[config.mk]
export PLATFORM = sky130hd
export DESIGN_NAME = multicycle_controller_flat
export DESIGN_NICKNAME = d
export VERILOG_FILES = /design/src/rtl/mc_pkg.sv /design/src/rtl/multicycle_controller_if.sv /design/src/rtl/mc_alu_decoder.sv /design/src/rtl/multicycle_controller.sv /design/src/flat_wrapper.sv
export SDC_FILE = /design/constraint.sdc
export NUM_CORES = 1
export LEC_CHECK = 0
export CAP_MARGIN = 5
export CORE_ASPECT_RATIO = 1.4
export CORE_MARGIN = 2
export CORE_UTILIZATION = 48
export CTS_CLUSTER_DIAMETER = 40
export DETAILED_ROUTE_END_ITERATION = 8
export PLACE_DENSITY = 0.84
export SLEW_MARGIN = 0
export SYNTH_ARGS = -nofsm -noshare
export SYNTH_HDL_FRONTEND = slang
export SYNTH_SLANG_ARGS = --single-unit
export TNS_END_PERCENT = 100
[constraint.sdc]
create_clock -name clk -period 2.4 [get_ports clk]
set_clock_uncertainty 0.15 [all_clocks]
set_input_delay 0.48 -clock clk [delete_from_list [all_inputs] [get_ports clk]]
set_output_delay 0.48 -clock clk [all_outputs]
set_load 0.02 [all_outputs]
[src/rtl/mc_pkg.sv]
// Shared types and constants for the multicycle MIPS controller.
// Optional feature macro: MC_JUMP_EN (adds the JUMP state for op 000010).
package mc_pkg;

  typedef enum logic [3:0] {
    FETCH    = 4'd0,
    DECODE   = 4'd1,
    MEMADR   = 4'd2,
    MEMREAD  = 4'd3,
    MEMWB    = 4'd4,
    MEMWRITE = 4'd5,
    EXECUTE  = 4'd6,
    ALUWB    = 4'd7,
    BRANCH   = 4'd8,
    ADDIEX   = 4'd9,
    ADDIWB   = 4'd10,
    JUMP     = 4'd11
  } state_t;

  localparam logic [5:0] OP_LW    = 6'b100011;
  localparam logic [5:0] OP_SW    = 6'b101011;
  localparam logic [5:0] OP_RTYPE = 6'b000000;
  localparam logic [5:0] OP_ADDI  = 6'b001000;
  localparam logic [5:0] OP_BEQ   = 6'b000100;
  localparam logic [5:0] OP_J     = 6'b000010;

  localparam logic [5:0] FUNCT_ADD = 6'b100000;
  localparam logic [5:0] FUNCT_SUB = 6'b100010;
  localparam logic [5:0] FUNCT_AND = 6'b100100;
  localparam logic [5:0] FUNCT_OR  = 6'b100101;
  localparam logic [5:0] FUNCT_SLT = 6'b101010;

  localparam logic [2:0] ALU_ADD = 3'b010;
  localparam logic [2:0] ALU_SUB = 3'b110;
  localparam logic [2:0] ALU_AND = 3'b000;
  localparam logic [2:0] ALU_OR  = 3'b001;
  localparam logic [2:0] ALU_SLT = 3'b111;

  localparam logic [1:0] SRCB_B     = 2'b00;
  localparam logic [1:0] SRCB_FOUR  = 2'b01;
  localparam logic [1:0] SRCB_IMM   = 2'b10;
  localparam logic [1:0] SRCB_IMMSH = 2'b11;

  localparam logic [1:0] PCSRC_ALU    = 2'b00;
  localparam logic [1:0] PCSRC_ALUOUT = 2'b01;
  localparam logic [1:0] PCSRC_JUMP   = 2'b10;

  typedef enum logic [1:0] {
    ALUOP_ADD   = 2'b00,
    ALUOP_SUB   = 2'b01,
    ALUOP_FUNCT = 2'b10
  } aluop_t;

  // Moore part of the control word; aluEn marks states that actually use the ALU
  typedef struct packed {
    logic       memReq;
    logic       iorD;
    logic       memWrite;
    logic       regDst;
    logic       memtoReg;
    logic       regWrite;
    logic       aluSrcA;
    logic [1:0] aluSrcB;
    logic       aluEn;
    aluop_t     aluOp;
    logic [1:0] pcSrc;
    logic       pcWrite;
    logic       branch;
  } ctrl_t;

  // Control word for a given state; anything a state does not mention stays 0
  function automatic ctrl_t stateOutputs(input state_t s);
    ctrl_t c;
    c = '0;
    case (s)
      FETCH: begin
        c.memReq  = 1'b1;
        c.aluSrcB = SRCB_FOUR;
        c.aluEn   = 1'b1;
        c.aluOp   = ALUOP_ADD;
        c.pcSrc   = PCSRC_ALU;
      end
      DECODE: begin
        c.aluSrcB = SRCB_IMMSH;
        c.aluEn   = 1'b1;
        c.aluOp   = ALUOP_ADD;
      end
      MEMADR: begin
        c.aluSrcA = 1'b1;
        c.aluSrcB = SRCB_IMM;
        c.aluEn   = 1'b1;
        c.aluOp   = ALUOP_ADD;
      end
      MEMREAD: begin
        c.memReq = 1'b1;
        c.iorD   = 1'b1;
      end
      MEMWB: begin
        c.memtoReg = 1'b1;
        c.regWrite = 1'b1;
      end
      MEMWRITE: begin
        c.memReq   = 1'b1;
        c.iorD     = 1'b1;
        c.memWrite = 1'b1;
      end
      EXECUTE: begin
        c.aluSrcA = 1'b1;
        c.aluSrcB = SRCB_B;
        c.aluEn   = 1'b1;
        c.aluOp   = ALUOP_FUNCT;
      end
      ALUWB: begin
        c.regDst   = 1'b1;
        c.regWrite = 1'b1;
      end
      BRANCH: begin
        c.aluSrcA = 1'b1;
        c.aluSrcB = SRCB_B;
        c.aluEn   = 1'b1;
        c.aluOp   = ALUOP_SUB;
        c.branch  = 1'b1;
        c.pcSrc   = PCSRC_ALUOUT;
      end
      ADDIEX: begin
        c.aluSrcA = 1'b1;
        c.aluSrcB = SRCB_IMM;
        c.aluEn   = 1'b1;
        c.aluOp   = ALUOP_ADD;
      end
      ADDIWB: begin
        c.regWrite = 1'b1;
      end
`ifdef MC_JUMP_EN
      JUMP: begin
        c.pcSrc   = PCSRC_JUMP;
        c.pcWrite = 1'b1;
      end
`endif
      default: c = '0;
    endcase
    return c;
  endfunction

endpackage

[src/rtl/multicycle_controller_if.sv]
// Controller <-> datapath/memory signal bundle.
// master = control FSM, slave = datapath and memory side.
interface multicycle_controller_if;
  logic [5:0] op;
  logic [5:0] funct;
  logic       zero;
  logic       mem_ready;
  logic       mem_req;
  logic       IorD;
  logic       MemWrite;
  logic       IRWrite;
  logic       RegDst;
  logic       MemtoReg;
  logic       RegWrite;
  logic       ALUSrcA;
  logic [1:0] ALUSrcB;
  logic [2:0] ALUControl;
  logic [1:0] PCSrc;
  logic       PCEn;
  logic       illegal_op;
  logic       mem_timeout;

  modport master (
    input  op, funct, zero, mem_ready,
    output mem_req, IorD, MemWrite, IRWrite, RegDst, MemtoReg, RegWrite,
           ALUSrcA, ALUSrcB, ALUControl, PCSrc, PCEn, illegal_op, mem_timeout
  );

  modport slave (
    output op, funct, zero, mem_ready,
    input  mem_req, IorD, MemWrite, IRWrite, RegDst, MemtoReg, RegWrite,
           ALUSrcA, ALUSrcB, ALUControl, PCSrc, PCEn, illegal_op, mem_timeout
  );
endinterface

[src/rtl/mc_alu_decoder.sv]
// ALU decoder: maps the FSM's coarse aluop plus funct to a 3-bit ALUControl.
module mc_alu_decoder
  import mc_pkg::*;
(
  input  aluop_t     aluOp_i,
  input  logic [5:0] funct_i,
  output logic [2:0] aluControl_o
);

  // Add/sub are forced by the FSM; R-type uses funct, unknown funct falls back to AND
  always_comb begin
    aluControl_o = ALU_ADD;
    case (aluOp_i)
      ALUOP_ADD: aluControl_o = ALU_ADD;
      ALUOP_SUB: aluControl_o = ALU_SUB;
      ALUOP_FUNCT: begin
        case (funct_i)
          FUNCT_ADD: aluControl_o = ALU_ADD;
          FUNCT_SUB: aluControl_o = ALU_SUB;
          FUNCT_AND: aluControl_o = ALU_AND;
          FUNCT_OR:  aluControl_o = ALU_OR;
          FUNCT_SLT: aluControl_o = ALU_SLT;
          default:   aluControl_o = ALU_AND;
        endcase
      end
      default: aluControl_o = ALU_ADD;
    endcase
  end

endmodule

[src/rtl/multicycle_controller.sv]
// Moore control FSM for a multicycle MIPS datapath with a memory wait timeout.
// Optional feature macro: MC_JUMP_EN (op 000010 goes through the JUMP state).
module multicycle_controller
  import mc_pkg::*;
#(
  parameter int TIMEOUT_CYCLES = 255,
  parameter int STATE_W        = 4
) (
  input  logic                      clk,
  input  logic                      reset,
  multicycle_controller_if.master   bus,
  output logic [STATE_W-1:0]        state_dbg
);

  localparam int              WCNT_W     = (TIMEOUT_CYCLES > 0) ? $clog2(TIMEOUT_CYCLES + 1) : 1;
  localparam logic [WCNT_W-1:0] WAIT_LIMIT = WCNT_W'(TIMEOUT_CYCLES);
  localparam bit              TIMEOUT_EN = (TIMEOUT_CYCLES != 0);

  state_t            state_q, state_d;
  logic [WCNT_W-1:0] waitCnt_q, waitCnt_d;
  ctrl_t             ctrl_q;
  logic              isWaitState;
  logic              limitHit;
  logic              timeoutPulse;
  logic              illegalPulse;
  logic              fetchDone;
  logic [2:0]        aluCtl;

  mc_alu_decoder u_alu_dec (
    .aluOp_i      (ctrl_q.aluOp),
    .funct_i      (bus.funct),
    .aluControl_o (aluCtl)
  );

  // Next state and wait counter; a stalled access at the limit aborts back to FETCH
  always_comb begin
    state_d      = state_q;
    waitCnt_d    = waitCnt_q;
    timeoutPulse = 1'b0;
    illegalPulse = 1'b0;
    isWaitState  = (state_q == FETCH) || (state_q == MEMREAD) || (state_q == MEMWRITE);
    limitHit     = TIMEOUT_EN && (waitCnt_q == WAIT_LIMIT);
    if (isWaitState && !bus.mem_ready) begin
      if (limitHit) begin
        timeoutPulse = 1'b1;
        state_d      = FETCH;
        waitCnt_d    = '0;
      end else if (TIMEOUT_EN) begin
        waitCnt_d = waitCnt_q + 1'b1;
      end
    end else begin
      waitCnt_d = '0;
      case (state_q)
        FETCH:  state_d = DECODE;
        DECODE: begin
          case (bus.op)
            OP_LW, OP_SW: state_d = MEMADR;
            OP_RTYPE:     state_d = EXECUTE;
            OP_BEQ:       state_d = BRANCH;
            OP_ADDI:      state_d = ADDIEX;
`ifdef MC_JUMP_EN
            OP_J:         state_d = JUMP;
`endif
            default: begin
              illegalPulse = 1'b1;
              state_d      = FETCH;
            end
          endcase
        end
        MEMADR:   state_d = (bus.op == OP_SW) ? MEMWRITE : MEMREAD;
        MEMREAD:  state_d = MEMWB;
        EXECUTE:  state_d = ALUWB;
        ADDIEX:   state_d = ADDIWB;
        default:  state_d = FETCH;
      endcase
    end
  end

  // State, wait counter and the registered Moore control word (preloaded for FETCH on reset)
  always_ff @(posedge clk or posedge reset) begin
    if (reset) begin
      state_q   <= FETCH;
      waitCnt_q <= '0;
      ctrl_q    <= stateOutputs(FETCH);
    end else begin
      state_q   <= state_d;
      waitCnt_q <= waitCnt_d;
      ctrl_q    <= stateOutputs(state_d);
    end
  end

  // Drive the bus; mem_ready qualifies the fetch writes and reset blanks everything
  always_comb begin
    fetchDone       = (state_q == FETCH) && bus.mem_ready;
    bus.mem_req     = 1'b0;
    bus.IorD        = 1'b0;
    bus.MemWrite    = 1'b0;
    bus.IRWrite     = 1'b0;
    bus.RegDst      = 1'b0;
    bus.MemtoReg    = 1'b0;
    bus.RegWrite    = 1'b0;
    bus.ALUSrcA     = 1'b0;
    bus.ALUSrcB     = 2'b00;
    bus.ALUControl  = 3'b000;
    bus.PCSrc       = 2'b00;
    bus.PCEn        = 1'b0;
    bus.illegal_op  = 1'b0;
    bus.mem_timeout = 1'b0;
    state_dbg       = '0;
    if (!reset) begin
      bus.mem_req     = ctrl_q.memReq;
      bus.IorD        = ctrl_q.iorD;
      bus.MemWrite    = ctrl_q.memWrite;
      bus.IRWrite     = fetchDone;
      bus.RegDst      = ctrl_q.regDst;
      bus.MemtoReg    = ctrl_q.memtoReg;
      bus.RegWrite    = ctrl_q.regWrite;
      bus.ALUSrcA     = ctrl_q.aluSrcA;
      bus.ALUSrcB     = ctrl_q.aluSrcB;
      bus.ALUControl  = ctrl_q.aluEn ? aluCtl : 3'b000;
      bus.PCSrc       = ctrl_q.pcSrc;
      bus.PCEn        = fetchDone | ctrl_q.pcWrite | (ctrl_q.branch & bus.zero);
      bus.illegal_op  = illegalPulse;
      bus.mem_timeout = timeoutPulse;
      state_dbg       = STATE_W'(state_q);
    end
  end

endmodule

[src/flat_wrapper.sv]
// flat-port wrapper written by rule: the top's interface ports become plain ports
module multicycle_controller_flat import mc_pkg::*;
#(
  parameter int TIMEOUT_CYCLES = 255,
  parameter int STATE_W        = 4
)
  (clk, reset, state_dbg, bus_op, bus_funct, bus_zero, bus_mem_ready, bus_mem_req, bus_IorD, bus_MemWrite, bus_IRWrite, bus_RegDst, bus_MemtoReg, bus_RegWrite, bus_ALUSrcA, bus_ALUSrcB, bus_ALUControl, bus_PCSrc, bus_PCEn, bus_illegal_op, bus_mem_timeout);
  multicycle_controller_if bus_i ();
  input  logic clk;
  input  logic reset;
  output logic [STATE_W-1:0] state_dbg;
  input wire logic [$bits(bus_i.op)-1:0] bus_op;
  input wire logic [$bits(bus_i.funct)-1:0] bus_funct;
  input wire logic [$bits(bus_i.zero)-1:0] bus_zero;
  input wire logic [$bits(bus_i.mem_ready)-1:0] bus_mem_ready;
  output wire logic [$bits(bus_i.mem_req)-1:0] bus_mem_req;
  output wire logic [$bits(bus_i.IorD)-1:0] bus_IorD;
  output wire logic [$bits(bus_i.MemWrite)-1:0] bus_MemWrite;
  output wire logic [$bits(bus_i.IRWrite)-1:0] bus_IRWrite;
  output wire logic [$bits(bus_i.RegDst)-1:0] bus_RegDst;
  output wire logic [$bits(bus_i.MemtoReg)-1:0] bus_MemtoReg;
  output wire logic [$bits(bus_i.RegWrite)-1:0] bus_RegWrite;
  output wire logic [$bits(bus_i.ALUSrcA)-1:0] bus_ALUSrcA;
  output wire logic [$bits(bus_i.ALUSrcB)-1:0] bus_ALUSrcB;
  output wire logic [$bits(bus_i.ALUControl)-1:0] bus_ALUControl;
  output wire logic [$bits(bus_i.PCSrc)-1:0] bus_PCSrc;
  output wire logic [$bits(bus_i.PCEn)-1:0] bus_PCEn;
  output wire logic [$bits(bus_i.illegal_op)-1:0] bus_illegal_op;
  output wire logic [$bits(bus_i.mem_timeout)-1:0] bus_mem_timeout;
  assign bus_i.op = bus_op;
  assign bus_i.funct = bus_funct;
  assign bus_i.zero = bus_zero;
  assign bus_i.mem_ready = bus_mem_ready;
  assign bus_mem_req = bus_i.mem_req;
  assign bus_IorD = bus_i.IorD;
  assign bus_MemWrite = bus_i.MemWrite;
  assign bus_IRWrite = bus_i.IRWrite;
  assign bus_RegDst = bus_i.RegDst;
  assign bus_MemtoReg = bus_i.MemtoReg;
  assign bus_RegWrite = bus_i.RegWrite;
  assign bus_ALUSrcA = bus_i.ALUSrcA;
  assign bus_ALUSrcB = bus_i.ALUSrcB;
  assign bus_ALUControl = bus_i.ALUControl;
  assign bus_PCSrc = bus_i.PCSrc;
  assign bus_PCEn = bus_i.PCEn;
  assign bus_illegal_op = bus_i.illegal_op;
  assign bus_mem_timeout = bus_i.mem_timeout;
  multicycle_controller #(.TIMEOUT_CYCLES(TIMEOUT_CYCLES), .STATE_W(STATE_W)) u_core (.clk(clk), .reset(reset), .bus(bus_i), .state_dbg(state_dbg));
endmodule
Yosys cells after proc, flatten, opt, wreduce, memory -nomap -nowiden
Cells that the tools add are included.
Widths: inputs -> output; s select.

operators by class
  add/sub/neg operators = 1
  eq/ne operators = 27
  mux-type cells = 40
  bitwise operators = 2
  reduce and logical (&&, ||, !) cells = 15

operators with widths
  kind                 number
  $eq 6x6->1 const B   6
  $mux 1               26
  $pmux 5 s5           1
  $eq 4x3->1 const B   6
  $pmux 4 s6           1
  $eq 4x2->1 const B   4
  $eq 4x4->1 const B   4
  $mux 8               2
  $pmux 4 s4           1
  $mux 4               3
  $pmux 3 s4           1
  $mux 3               3
  $add 8x1->8 const B  1
  $eq 4x1->1 const B   2
  $eq 8x8->1 const B   1
  $logic_not 4->1      2
  $eq 6x3->1 const B   1
  $eq 6x4->1 const B   1
  $logic_not 6->1      1
  $pmux 3 s2           1
  $reduce_or 2->1      3
  $reduce_or 3->1      2
  $reduce_or 5->1      1
  $reduce_or 4->1      1
  other kinds (8)      10

word-level totals
  bits in registers = 26
  bits of input ports = 16
  output and inout port bits = 22
  word-level logic and storage cells = 99

Depth between registers and ports, before layout
  depth in word-level cells = 8
  gate-level depth with buffers = 8
  depth with buffers taken out = 7

Hierarchy
From an unflattened synthesis, not the netlist that was laid out.

second synthesis, totals
  cell total of the unflattened synthesis = 156
  area total of the unflattened synthesis = 1520.2 um2

by module, submodules not included
  module                 times used  cells each  area each (um2)
  multicycle_controller  1           142         1411.4
  mc_alu_decoder         1           14          108.9

Least setup slack after synthesis
Ideal clock, no wire load.

  kind = input port to output port
  from = input reset
  to = output bus_ALUControl[0]
  data arrival time = 1.972 ns
  slack = -0.202 ns
  stages on the path = 3
  path through = inv_1 -> nand2_1 -> nor4b_1

between the ends
  cells in the longest elaborated chain, start to end = 1

ends and longest elaborated chain
  item         RTL line                      source
  from (decl)  flat_wrapper.sv:10            input logic reset;
  $mux 3       multicycle_controller.sv:110  if (!reset) begin
  to (decl)    flat_wrapper.sv:25            output wire logic [$bits(bus_i.ALUControl)-1:0] bus_ALUControl;

No other way between the ends.

Final worst setup path
  from = register u_core.state_q[1]
  to = register u_core.ctrl_q[15] (netlist bit)

between the ends
  cells in the longest elaborated chain, start to end = 8
  elaborated cells between the ends (all ways) = 18
  classes of those cells = eq/ne (8); mux (4); reduce/logical (6)

ends and longest elaborated chain
  item                                                                RTL line                     source
  from (decl)                                                         multicycle_controller.sv:19  state_t state_q, state_d;
  from (signal assigned)                                              multicycle_controller.sv:86  state_q <= state_d;
  parallel branches: the longest is 4 deep, another holds $pmux 4 s6  n/a
  $mux 4 (*)                                                          multicycle_controller.sv:43  if (isWaitState && !bus.mem_ready) begin
  $eq 4x2->1 (tied with other cells)                                  mc_pkg.sv:75                 case (s)
  $reduce_or 3->1 (no source line) (*)                                n/a
  $mux 1 (*)                                                          mc_pkg.sv:75
  to (signal assigned)                                                multicycle_controller.sv:84  ctrl_q <= stateOutputs(FETCH);
  to (signal assigned)                                                multicycle_controller.sv:88  ctrl_q <= stateOutputs(state_d);
  to (decl)                                                           multicycle_controller.sv:21  ctrl_t ctrl_q;

Every way passes the cells marked *.

==> impl_table.tex <==
\begin{tabular}{lr}
\hline
Metric & Value \\
\hline
\multicolumn{2}{l}{\textbf{Synth}} \\
Share of the synthesized area in the top cell type & 37.9\% \\
Fraction of the yosys area taken by sequential cells & 43.3\% \\
Ys Warns & 0 \\
Commonest register cell after synthesis & sky130\_fd\_sc\_hd\_\_dfrtp\_1 \\
Top cells by area in the synthesized netlist & sky130\_fd\_sc\_hd\_\_dfrtp\_1 38\%, sky130\_fd\_sc\_hd\_\_nor2b\_1 6.0\%, sky130\_fd\_sc\_hd\_\_dfstp\_2 5.4\%, sky130\_fd\_sc\_hd\_\_nor2\_1 4.6\%, sky130\_fd\_sc\_hd\_\_nor3\_1 3.4\% \\
Net Count, Synth & 174 \\
Fraction of registers with async set/reset & 100\% \\
Synthesized cell area & 1450 um2 \\
Count of mapped cells out of synthesis & 155 \\
Count of flip-flops with a built-in enable after synthesis & 0 \\
Biggest area consumer among synthesized cells & sky130\_fd\_sc\_hd\_\_dfrtp\_1 \\
Synthesized area divided by synthesized cell count & 9.38 um2 \\
Most frequent cells after synthesis & 22 x sky130\_fd\_sc\_hd\_\_dfrtp\_1, 18 x sky130\_fd\_sc\_hd\_\_nor2\_1, 14 x sky130\_fd\_sc\_hd\_\_nor2b\_1 \\
Post-synthesis cell type count & 50 \\
Post-synthesis sequential element count & 25 \\
Most frequent cell after synthesis & sky130\_fd\_sc\_hd\_\_dfrtp\_1 \\
\multicolumn{2}{l}{\textbf{Setup path}} \\
Type of the worst setup path & reg2reg \\
Cells along the critical path & or4b\_4 > or3\_4 > nor3\_4 > a311o\_2 > nor3\_2 > mux2\_4 \\
Sum of buffers and inverters on the critical path & 0 \\
Worst Setup Start Kind & flop \\
Top delay family on crit path & simple AND/OR/NAND/NOR gates \\
Arrival @ worst endpoint & 2390 ps \\
Largest driver fanout on the critical path & 7 \\
Highest cell delay on the worst timing path & 570 ps \\
Worst Setup End Kind & flop \\
Endpoint required time on the critical path & 2450 ps \\
Cell at the slowest stage of the critical path & sky130\_fd\_sc\_hd\_\_or4b\_4 \\
\multicolumn{2}{l}{\textbf{Clock tree}} \\
Count of hold buffers inserted by post-cts repair & 0 \\
Latest clock arrival within the worst-skew pair & 270 ps \\
Register clock-pin slew on the reported worst setup and hold paths & 80 ps \\
H-tree depth reported by CTS & 1 \\
Clock buffers created by TritonCTS & 3 \\
Max clock buf depth & 2 \\
Number of sinks driven by the clock tree & 25 \\
CTS tree & done \\
Clock tree root buffer cell & sky130\_fd\_sc\_hd\_\_clkbuf\_8 \\
\multicolumn{2}{l}{\textbf{Final layout}} \\
Nets & 248 \\
Layout cell share with drive strength beyond 1 & 32.9\% \\
ANT cells & 0 \\
Area growth from synthesis to layout & 51.6\% \\
Utilization after layout & 76.6\% \\
\multicolumn{2}{l}{\textbf{Timing}} \\
Share of the clock period used by the worst path & 97.2\% \\
Final count of negative-setup-slack endpoints & 0 \\
Shortest period the worst path allows & 2330 ps \\
Final Slew Violations & 0 \\
Unrepaired setup endpoints after global routing & true \\
Hold Violations, Final & 0 \\
F\_max & 429 MHz \\
Post-route worst setup slack & 67.3 ps \\
\multicolumn{2}{l}{\textbf{Power}} \\
Power Dens Cells & 831 nW/um2 \\
Total leakage power & 1.11 nW \\
NetSw & 669 uW \\
Design internal power & 1.16 mW \\
Part of the total power dissipated in sequential elements & 31.4\% \\
Final total power & 1.83 mW \\
Net switching share of the total power & 36.5\% \\
Maximum resistive drop on vdd & 0.713 mV \\
Clock network fraction of total power & 13.4\% \\
Proportion of power drawn by combinational gates & 55.2\% \\
\multicolumn{2}{l}{\textbf{Floorplan}} \\
Standard-cell row count & 23 \\
Core region area & 2880 um2 \\
Die outline width & 50.5 um \\
Chip Height & 69.1 um \\
Initial cell density of the core & 50.5\% \\
Floorplan die area & 3490 um2 \\
I/O pin total & 38 \\
\multicolumn{2}{l}{\textbf{Global route}} \\
First-pass GRT wire length & 6.49 mm \\
GRT Total Usage & 24.0\% \\
Pin count of the biggest net entering global routing & 26 \\
Number of antenna violations at the first check in global routing & 0 \\
Final global-route overflow total & 0 \\
Number of global-route vias before repair & 1495 \\
\multicolumn{2}{l}{\textbf{Placed design}} \\
DPL Wire Length & 2.94 mm \\
Placement Setup Slack & -493 ps \\
Final estimated routing congestion in global placement & 0.873 \\
Buffers added on ports & 36 \\
\multicolumn{2}{l}{\textbf{Run status}} \\
Run status & complete, no violations \\
\multicolumn{2}{l}{\textbf{Detailed routing}} \\
Post-route DRC violation count & 0 \\
Number of nets with antenna violations after detailed routing & 0 \\
Detailed-route vias per instance & 5.43 \\
Number of DRC violations after detailed-routing iteration 0 & 36 \\
Vias after detailed routing & 1438 \\
Final WL & 3.96 mm \\
Pre-Repair DR Iteration Count & 4 \\
DR WL/cell & 15.0 um \\
\multicolumn{2}{l}{\textbf{Job}} \\
Max-cap viol count & 0 \\
\multicolumn{2}{l}{\textbf{Worst hold path}} \\
Min-Delay Path Class & in2async \\
\hline
\end{tabular}
[final cells by class]
cell class	count	area, um2
multi-input combinational	115	810
fill	206	673
timing repair buffer	77	646
sequential	25	632
tap	37	46.3
clock buffer	4	45.0
inverter	7	26.3
[power by group through the flow]
stage                     Sequential, mW  Combinational, mW  Clock (mW)
after floorplan                    0.546              0.592           0
after global placement             0.576              0.929           0
after detailed placement           0.583              0.964           0
after CTS                          0.575              0.943       0.249
after global routing               0.583               1.09       0.264
final                              0.575               1.01       0.246
[worst paths after layout]
kind	from	to	slack, ps	depth (start not counted)
max	u_core.state_q[1]$_DFF_PP0_	u_core.ctrl_q[15]$_DFF_PP1_	70	6
min reg2reg	u_core.waitCnt_q[0]$_DFF_PP0_	u_core.waitCnt_q[0]$_DFF_PP0_	350	1
max reg2reg	u_core.state_q[1]$_DFF_PP0_	u_core.ctrl_q[15]$_DFF_PP1_	70	6
min	reset	u_core.ctrl_q[5]$_DFF_PP0_	260	3
min in group clk	u_core.waitCnt_q[0]$_DFF_PP0_	u_core.waitCnt_q[0]$_DFF_PP0_	350	1
max in group asynchronous	reset	u_core.ctrl_q[15]$_DFF_PP1_	1550	3
[sequential cells by signal, summed over array words and instances (netlist names)]
signal            cells
u_core.ctrl_q        13
u_core.waitCnt_q      8
u_core.state_q        4
[worst reg2reg max path: cells and delay by family (launching register included)]
family | cells | cell delay, ps
mux | 1 | 250
simple gates | 4 | 1190
compound gates | 1 | 230
flops | 1 | 440
[per-stage QoR]
stage | TNS, ps | instances | cell area (um2) | hold WS (ps)
final | 0 | 265 | 2200 | 262
after global routing | -51.8 | 265 | 2200 | 282
after CTS | -190 | 262 | 2140 | 354
after detailed placement | -6280 | 257 | 2100 | 342
after global placement | -5190 | 257 | 2100 | 320
after floorplan | 0 | 155 | 1470 | 294
[placed cells by master, fill, tap and decap left out, types with 4 or more instances in the layout]
cell type,Yosys,routed
sky130_fd_sc_hd__nor2_1,18,16
sky130_fd_sc_hd__nand2_1,9,9
sky130_fd_sc_hd__clkdlybuf4s50_1,0,7
sky130_fd_sc_hd__nor2b_1,14,14
sky130_fd_sc_hd__dlymetal6s2s_1,0,6
sky130_fd_sc_hd__dlygate4sd2_1,0,16
sky130_fd_sc_hd__buf_4,2,41
sky130_fd_sc_hd__dfrtp_1,22,20
sky130_fd_sc_hd__inv_1,7,7
sky130_fd_sc_hd__nand3_1,4,4
sky130_fd_sc_hd__nor3_1,10,7
[timing repair]
item                       4_1_cts  5_1_grt
pin swaps                        2        7
setup endpoints to repair       22       12
setup buffers                    1        4
gates resized for setup         43       22
[cell families after synthesis]
family | synth area share [%]
AO/OA/AOI/OAI | 12.4
XOR/XNOR | 3.62
AND/OR/NAND/NOR | 31.2
buffers and inverters | 5.59
flip-flops | 43.3
other | 0.258
multiplexers | 1.03
adder cells (fa/ha/maj) | 2.58
[layer usage]
layer  GRT usage [%]  share of wire [%]
met4            10.8                2.6
met5               0                  0
met2            43.1                 56
met1            27.3                 38
met3            3.46                3.1
Power figures use the tool's default switching activity.
